### src/rtl/skill_pkg.sv
// Shared types and helpers for the skill manager: slot state encoding,
// skill index constants and the point-to-LED thermometer decode.
package skill_pkg;

  typedef enum logic [1:0] {
    IDLE     = 2'd0,
    ACTIVE   = 2'd1,
    COOLDOWN = 2'd2
  } slot_state_t;

  localparam int SKILL_J    = 0;
  localparam int SKILL_K    = 1;
  localparam int SKILL_L    = 2;
  localparam int NUM_SKILLS = 3;

  // Thermometer code shown on the LED bar, filled from the MSB side
  function automatic logic [2:0] therm_led(input logic [1:0] points);
    logic [2:0] led;
    case (points)
      2'd0:    led = 3'b000;
      2'd1:    led = 3'b100;
      2'd2:    led = 3'b110;
      default: led = 3'b111;
    endcase
    return led;
  endfunction

endpackage

### src/rtl/skill_manager_if.sv
// Skill request/response bundle between the keyboard/game side (master)
// and the skill manager (slave).
interface skill_manager_if;
  logic       tick;
  logic       game_active;
  logic [2:0] skill_req;
  logic       life_lost;
  logic [2:0] skill_remain;
  logic [2:0] skill_grant;
  logic       skill_reject;
  logic [1:0] skill_point;
  logic [2:0] skill_led;

  modport master (
    output tick, game_active, skill_req, life_lost,
    input  skill_remain, skill_grant, skill_reject, skill_point, skill_led
  );

  modport slave (
    input  tick, game_active, skill_req, life_lost,
    output skill_remain, skill_grant, skill_reject, skill_point, skill_led
  );
endinterface

### src/rtl/skill_slot.sv
// One skill slot: IDLE -> ACTIVE (dur ticks) -> COOLDOWN (CD_TICKS ticks) -> IDLE.
// clear forces IDLE (game left the stage); cancel cuts ACTIVE short into COOLDOWN.
module skill_slot
  import skill_pkg::*;
#(
  parameter int CNT_W    = 10,
  parameter int CD_TICKS = 40
) (
  input  logic             clk,
  input  logic             rst_n,
  input  logic             grant,
  input  logic             cancel,
  input  logic             clear,
  input  logic             tick,
  input  logic [CNT_W-1:0] dur,
  output logic             idle,
  output logic             active
);

  slot_state_t      state_reg;
  logic [CNT_W-1:0] cnt_reg;

  // Slot FSM with counter; idle/active are registered alongside the state
  always_ff @(posedge clk or negedge rst_n) begin
    if (!rst_n) begin
      state_reg <= IDLE;
      cnt_reg   <= '0;
      idle      <= 1'b1;
      active    <= 1'b0;
    end else if (clear) begin
      state_reg <= IDLE;
      cnt_reg   <= '0;
      idle      <= 1'b1;
      active    <= 1'b0;
    end else begin
      case (state_reg)
        IDLE: begin
          if (grant) begin
            state_reg <= ACTIVE;
            cnt_reg   <= dur;
            idle      <= 1'b0;
            active    <= 1'b1;
          end
        end
        ACTIVE: begin
          if (cancel || (tick && cnt_reg == CNT_W'(1))) begin
            state_reg <= COOLDOWN;
            cnt_reg   <= CNT_W'(CD_TICKS);
            active    <= 1'b0;
          end else if (tick) begin
            cnt_reg <= cnt_reg - CNT_W'(1);
          end
        end
        COOLDOWN: begin
          if (tick) begin
            if (cnt_reg == CNT_W'(1)) begin
              state_reg <= IDLE;
              cnt_reg   <= '0;
              idle      <= 1'b1;
            end else begin
              cnt_reg <= cnt_reg - CNT_W'(1);
            end
          end
        end
        default: begin
          state_reg <= IDLE;
          cnt_reg   <= '0;
          idle      <= 1'b1;
          active    <= 1'b0;
        end
      endcase
    end
  end

endmodule

### src/rtl/skill_manager.sv
// Skill manager top: request arbitration, point budget with periodic refill,
// game_active edge detection and three skill slots.
module skill_manager
  import skill_pkg::*;
#(
  parameter int MAX_POINTS   = 3,
  parameter int DUR0         = 100,
  parameter int DUR1         = 100,
  parameter int DUR2         = 60,
  parameter int CD_TICKS     = 40,
  parameter int REFILL_TICKS = 600,
  parameter int CNT_W        = 10
) (
  input logic             clk,
  input logic             rst_n,
  skill_manager_if.slave  bus
);

  localparam logic [1:0] MAX_PT = 2'(MAX_POINTS);

  logic [NUM_SKILLS-1:0] slot_idle;
  logic [NUM_SKILLS-1:0] slot_active;
  logic [NUM_SKILLS-1:0] grant_vec;
  logic                  grant_any;
  logic                  can_grant;
  logic                  clear_slots;
  logic                  game_active_d;
  logic                  game_rise;
  logic                  refill_fire;
  logic [1:0]            point_reg;
  logic [1:0]            point_next;
  logic [CNT_W-1:0]      refill_cnt_reg;
  logic [CNT_W-1:0]      refill_cnt_next;

  assign clear_slots = ~bus.game_active;
  assign game_rise   = bus.game_active & ~game_active_d;
  assign can_grant   = bus.game_active & (point_reg != 2'd0) & ~bus.life_lost;

  // Fixed-priority arbitration: lowest acceptable index wins
  always_comb begin
    logic found;
    grant_vec = '0;
    found     = 1'b0;
    for (int i = 0; i < NUM_SKILLS; i++) begin
      if (!found && can_grant && bus.skill_req[i] && slot_idle[i]) begin
        grant_vec[i] = 1'b1;
        found        = 1'b1;
      end
    end
  end

  assign grant_any = |grant_vec;

  // Refill counter advances on tick only while a point is missing
  always_comb begin
    refill_cnt_next = refill_cnt_reg;
    refill_fire     = 1'b0;
    if (!bus.game_active || point_reg >= MAX_PT) begin
      refill_cnt_next = '0;
    end else if (bus.tick) begin
      if (refill_cnt_reg == CNT_W'(REFILL_TICKS - 1)) begin
        refill_cnt_next = '0;
        refill_fire     = 1'b1;
      end else begin
        refill_cnt_next = refill_cnt_reg + CNT_W'(1);
      end
    end
  end

  // Point budget: reload on game start, then grant/refill adjust (cancel out if both)
  always_comb begin
    point_next = game_rise ? MAX_PT : point_reg;
    if (grant_any && !refill_fire) begin
      point_next = point_next - 2'd1;
    end else if (refill_fire && !grant_any) begin
      point_next = point_next + 2'd1;
    end
  end

  // Registered outputs and top-level state
  always_ff @(posedge clk or negedge rst_n) begin
    if (!rst_n) begin
      game_active_d    <= 1'b0;
      point_reg        <= MAX_PT;
      refill_cnt_reg   <= '0;
      bus.skill_grant  <= '0;
      bus.skill_reject <= 1'b0;
      bus.skill_led    <= therm_led(MAX_PT);
    end else begin
      game_active_d    <= bus.game_active;
      point_reg        <= point_next;
      refill_cnt_reg   <= refill_cnt_next;
      bus.skill_grant  <= grant_vec;
      bus.skill_reject <= |(bus.skill_req & ~grant_vec);
      bus.skill_led    <= therm_led(point_next);
    end
  end

  assign bus.skill_point  = point_reg;
  assign bus.skill_remain = slot_active;

  for (genvar gi = 0; gi < NUM_SKILLS; gi++) begin : g_slot
    localparam int DUR = (gi == SKILL_J) ? DUR0 : (gi == SKILL_K) ? DUR1 : DUR2;

    skill_slot #(
      .CNT_W    (CNT_W),
      .CD_TICKS (CD_TICKS)
    ) u_slot (
      .clk    (clk),
      .rst_n  (rst_n),
      .grant  (grant_vec[gi]),
      .cancel (bus.life_lost),
      .clear  (clear_slots),
      .tick   (bus.tick),
      .dur    (CNT_W'(DUR)),
      .idle   (slot_idle[gi]),
      .active (slot_active[gi])
    );
  end

endmodule

### src/flat_wrapper.sv
// flat-port wrapper written by rule: the top's interface ports become plain ports
module skill_manager_flat import skill_pkg::*;
#(
  parameter int MAX_POINTS   = 3,
  parameter int DUR0         = 100,
  parameter int DUR1         = 100,
  parameter int DUR2         = 60,
  parameter int CD_TICKS     = 40,
  parameter int REFILL_TICKS = 600,
  parameter int CNT_W        = 10
)
  (clk, rst_n, bus_tick, bus_game_active, bus_skill_req, bus_life_lost, bus_skill_remain, bus_skill_grant, bus_skill_reject, bus_skill_point, bus_skill_led);
  skill_manager_if bus_i ();
  input logic clk;
  input logic rst_n;
  input wire logic [$bits(bus_i.tick)-1:0] bus_tick;
  input wire logic [$bits(bus_i.game_active)-1:0] bus_game_active;
  input wire logic [$bits(bus_i.skill_req)-1:0] bus_skill_req;
  input wire logic [$bits(bus_i.life_lost)-1:0] bus_life_lost;
  output wire logic [$bits(bus_i.skill_remain)-1:0] bus_skill_remain;
  output wire logic [$bits(bus_i.skill_grant)-1:0] bus_skill_grant;
  output wire logic [$bits(bus_i.skill_reject)-1:0] bus_skill_reject;
  output wire logic [$bits(bus_i.skill_point)-1:0] bus_skill_point;
  output wire logic [$bits(bus_i.skill_led)-1:0] bus_skill_led;
  assign bus_i.tick = bus_tick;
  assign bus_i.game_active = bus_game_active;
  assign bus_i.skill_req = bus_skill_req;
  assign bus_i.life_lost = bus_life_lost;
  assign bus_skill_remain = bus_i.skill_remain;
  assign bus_skill_grant = bus_i.skill_grant;
  assign bus_skill_reject = bus_i.skill_reject;
  assign bus_skill_point = bus_i.skill_point;
  assign bus_skill_led = bus_i.skill_led;
  skill_manager #(.MAX_POINTS(MAX_POINTS), .DUR0(DUR0), .DUR1(DUR1), .DUR2(DUR2), .CD_TICKS(CD_TICKS), .REFILL_TICKS(REFILL_TICKS), .CNT_W(CNT_W)) u_core (.clk(clk), .rst_n(rst_n), .bus(bus_i));
endmodule
### config.mk
export PLATFORM = sky130hd
export DESIGN_NAME = skill_manager_flat
export DESIGN_NICKNAME = d
export VERILOG_FILES = /design/src/rtl/skill_pkg.sv /design/src/rtl/skill_manager_if.sv /design/src/rtl/skill_slot.sv /design/src/rtl/skill_manager.sv /design/src/flat_wrapper.sv
export SDC_FILE = /design/constraint.sdc
export NUM_CORES = 1
export LEC_CHECK = 0
export ABC_AREA = 0
export BUFFER_PORTS_ARGS = -buffer_cell sky130_fd_sc_hd__buf_2
export CAP_MARGIN = 10
export CORE_MARGIN = 4
export CORE_UTILIZATION = 55
export CTS_CLUSTER_DIAMETER = 40
export DETAILED_ROUTE_END_ITERATION = 6
export PLACE_DENSITY_LB_ADDON = 0.08
export REMOVE_ABC_BUFFERS = 1
export SLEW_MARGIN = 15
export SYNTH_ARGS = -nofsm -noshare
export SYNTH_HDL_FRONTEND = slang
export SYNTH_SLANG_ARGS = --single-unit
### constraint.sdc
create_clock -name clk -period 4.5 [get_ports clk]
set_clock_uncertainty 0.15 [all_clocks]
set_input_delay 0.225 -clock clk [delete_from_list [all_inputs] [get_ports clk]]
set_output_delay 0.225 -clock clk [all_outputs]
set_load 0.1 [all_outputs]
==> impl_metrics.json <==
{
  "synth_mux_area_share_pct": 1.11,
  "crit_path_end_kind": "register",
  "clkSinkCount": 62,
  "globalRouteOverflowTotal": 0,
  "worst_slew_pin_slew_ps": 1030,
  "globalRouteTotalUtil_pct": 22.1,
  "worstPathBufferInverterCount": 1,
  "synthDominantCellAreaShare_pct": 35.3,
  "drive_gt1_share_pct": 13.7,
  "mostFrequentLayoutCells": "dfrtp_1, nor2_1, nand2_1",
  "netlist_instances": 429,
  "postSynthRegisterBits": 62,
  "fillers": 580,
  "slew_headroom_pct": 30.7,
  "place.detailed.instances": 525,
  "average_instance_area_after_synthesis_um2": 8.93,
  "clk_path_buf_depth": 2,
  "ant_nets": 0,
  "layout.cells.most_common": "dfrtp_1",
  "post_synth_and_or_nand_nor_area_fraction_pct": 24.6,
  "crit_start_category": "register",
  "largest_reg_flops": 30,
  "power.ir.vdd_worst_uv": 215,
  "wl_cell_um": 16.2,
  "synth_seq_area_share_pct": 40.8,
  "clock_latency_ps": 350,
  "route.detailed.drc": 0,
  "adder_and_majority_gate_portion_of_the_synthesized_area_pct": 2.29,
  "post_synth_instance_area_um2": 3830,
  "pin_count": 20,
  "antenna-diode-count": 0,
  "vias_in_the_first_global_route": 3104,
  "die_w_um": 91.5,
  "clk_pin_slew_worst_paths_ps": 70,
  "fin_setup_tns_ps": 0,
  "postSynth.asyncResetShare_pct": 100,
  "initial_core_util_pct": 56.4,
  "drt_wl_total_um": 8790,
  "timing.critical_path.arrival_ps": 2690,
  "cts_tree": "yes",
  "synth_xor_xnor_area_share_pct": 2.06,
  "holdWs_ps": 25.4,
  "required_arrival_time_at_the_worst_endpoint_ps": 4580,
  "initialDrtViolationCount": 205,
  "leakage_nw": 1.81,
  "critPathTopFamily": "simple AND/OR/NAND/NOR gates",
  "nets": 456,
  "dpl_cell_area_um2": 3940,
  "largest_net_degree_at_the_start_of_global_routing": 63,
  "timing.final.max_slew_violations": 0,
  "cts_resized": 0,
  "gp_congestion": 0.827,
  "synth_ff_type": "dfrtp_1",
  "ctsHtreeMaxLevel": 3,
  "timing.critical_path.cells": "inv_1 -> ha_1 -> or4b_1 -> nor4_2 -> o32ai_1 -> nor2b_1 -> mux2_2",
  "full_die_area_um2": 8360,
  "report.final.setup_viol": 0,
  "clk_root_buffer_cell": "clkbuf_8",
  "grt_pass1_wl_um": 14900,
  "number_of_antenna_violations_at_the_first_check_in_global_routing": 0,
  "cts-buffers-inserted": 9,
  "slowest_delay_ps": 520,
  "vias_per_cell": 6.09,
  "setup.worst_path.class": "register to register",
  "postLayoutCellArea_um2": 4120,
  "timing.max_cap.violations": 0,
  "cts_post_setup_buffers_inserted": 0,
  "die_h_um": 91.5,
  "placement.io_buffers": 19,
  "hold_violations": 0,
  "rsz0062_at_grt": "no",
  "synth_compound_area_share_pct": 24.0,
  "core_area_um2": 6790,
  "core.rowCount": 30,
  "drtPass1Iterations": 6,
  "timing.final.crit_share_pct": 57.9,
  "result_of_the_run": "complete, no violations",
  "final.min_clock_period_ps": 2610,
  "top_cell_type_by_total_area_after_synthesis": "dfrtp_1",
  "layout-area-overhead-vs-synth_pct": 7.61,
  "synth_edf_count": 0,
  "critPathMaxFanout": 8,
  "cts_hold_repair.buffers": 1,
  "synth.yosys.warnings": 0,
  "critical_path.slowest_cell": "or4b_1",
  "synth.area.top_cells": "dfrtp_1, dfstp_2, nor2_1",
  "hpwl_um": 6060,
  "power_per_cell_area_nw_per_um2": 422,
  "synth.lib_cells_used.distinct": 69,
  "layoutNonFillerInstCount": 542,
  "holdCritPathClass": "input pin to register",
  "main_combinational_cell_family_by_area_after_synthesis": "simple AND/OR/NAND/NOR gates",
  "fmaxAchievable_mhz": 384,
  "num_vias": 3300
}
worst min-delay path, stage by stage:
cell and delay, ps:
buf_2 110, a222oi_1 90, inv_1 70
metrics by stage:
step | setup slack, ps | power [W] | util, %
finish | 1890 | 0.00174 | 60.7
CTS | 1930 | 0.00175 | 60.7
global placement | 2040 | 0.00129 | 58.0
floorplan | 1900 | 0.00118 | -
detailed placement | 1970 | 0.00130 | 58.0
global route | 1720 | 0.00184 | 60.7
layout make-up:
| cell class | count | area [um2] | area share [%] |
|---|---|---|---|
| Multi-Input combinational cell | 325 | 2070 | 50.2 |
| Timing Repair Buffer | 22 | 120 | 2.91 |
| Clock inverter | 2 | 10.0 | 0.243 |
| Sequential cell | 62 | 1560 | 37.9 |
| Clock buffer | 14 | 163 | 3.95 |
| Inverter | 21 | 78.8 | 1.91 |
| Tap cell | 96 | 120 | 2.91 |
final timing paths:
check                                                                    start                                             end  slack, ps  cells past startpoint
min in group asynchronous                                                rst_n  u_core.g_slot[0].u_slot.cnt_reg[9]$_DFFE_PN0P_        410                      3
max in group asynchronous                                                rst_n      u_core.g_slot[2].u_slot.active$_DFFE_PN0P_       3250                      3
worst max register to register  u_core.g_slot[0].u_slot.cnt_reg[1]$_DFFE_PN0P_  u_core.g_slot[0].u_slot.cnt_reg[0]$_DFFE_PN0P_       1890                      7
worst min-delay path                                          bus_skill_req[0]               u_core.bus.skill_reject$_DFF_PN0_         30                      3
worst min register to register  u_core.g_slot[2].u_slot.cnt_reg[9]$_DFFE_PN0P_  u_core.g_slot[2].u_slot.cnt_reg[9]$_DFFE_PN0P_        360                      1
worst max-delay path            u_core.g_slot[0].u_slot.cnt_reg[1]$_DFFE_PN0P_  u_core.g_slot[0].u_slot.cnt_reg[0]$_DFFE_PN0P_       1890                      7
power breakdown:
part	internal [W]	switching (W)
sequential	0.000637	0.0000701
clock	0.000229	0.000217
combinational	0.000170	0.000418
total	0.00104	0.000705
synth_stat cells (8+ instances only):
cell type / instances
and2_1: 9
a31oi_1: 8
nand3_1: 9
o31ai_1: 15
nor3_1: 11
dfstp_2: 8
nand4_1: 8
nor2_1: 50
dfrtp_1: 54
a21oi_1: 20
clkbuf_1: 13
o21ai_0: 23
nand2_1: 32
and3_1: 8
inv_1: 20
layer usage:
metal	vias up	GRT usage, %	wire length [um]	share of wire [%]
met1	1587	29.6	4190	48
met2	75	35.3	4180	48
met3	12	3.40	252	2.9
li1	1626	-	-	-
met5	-	0	0	0
met4	0	9.42	161	1.8
kinds of logic after synthesis:
| logic type | after synthesis |
|---|---|
| fa+ha+maj | 7 |
| xor+xnor | 9 |
| flops | 62 |
| buf+inv | 42 |
| compound gates | 130 |
| mux | 4 |
| simple gates | 175 |
(Power assumes the default switching activity.)
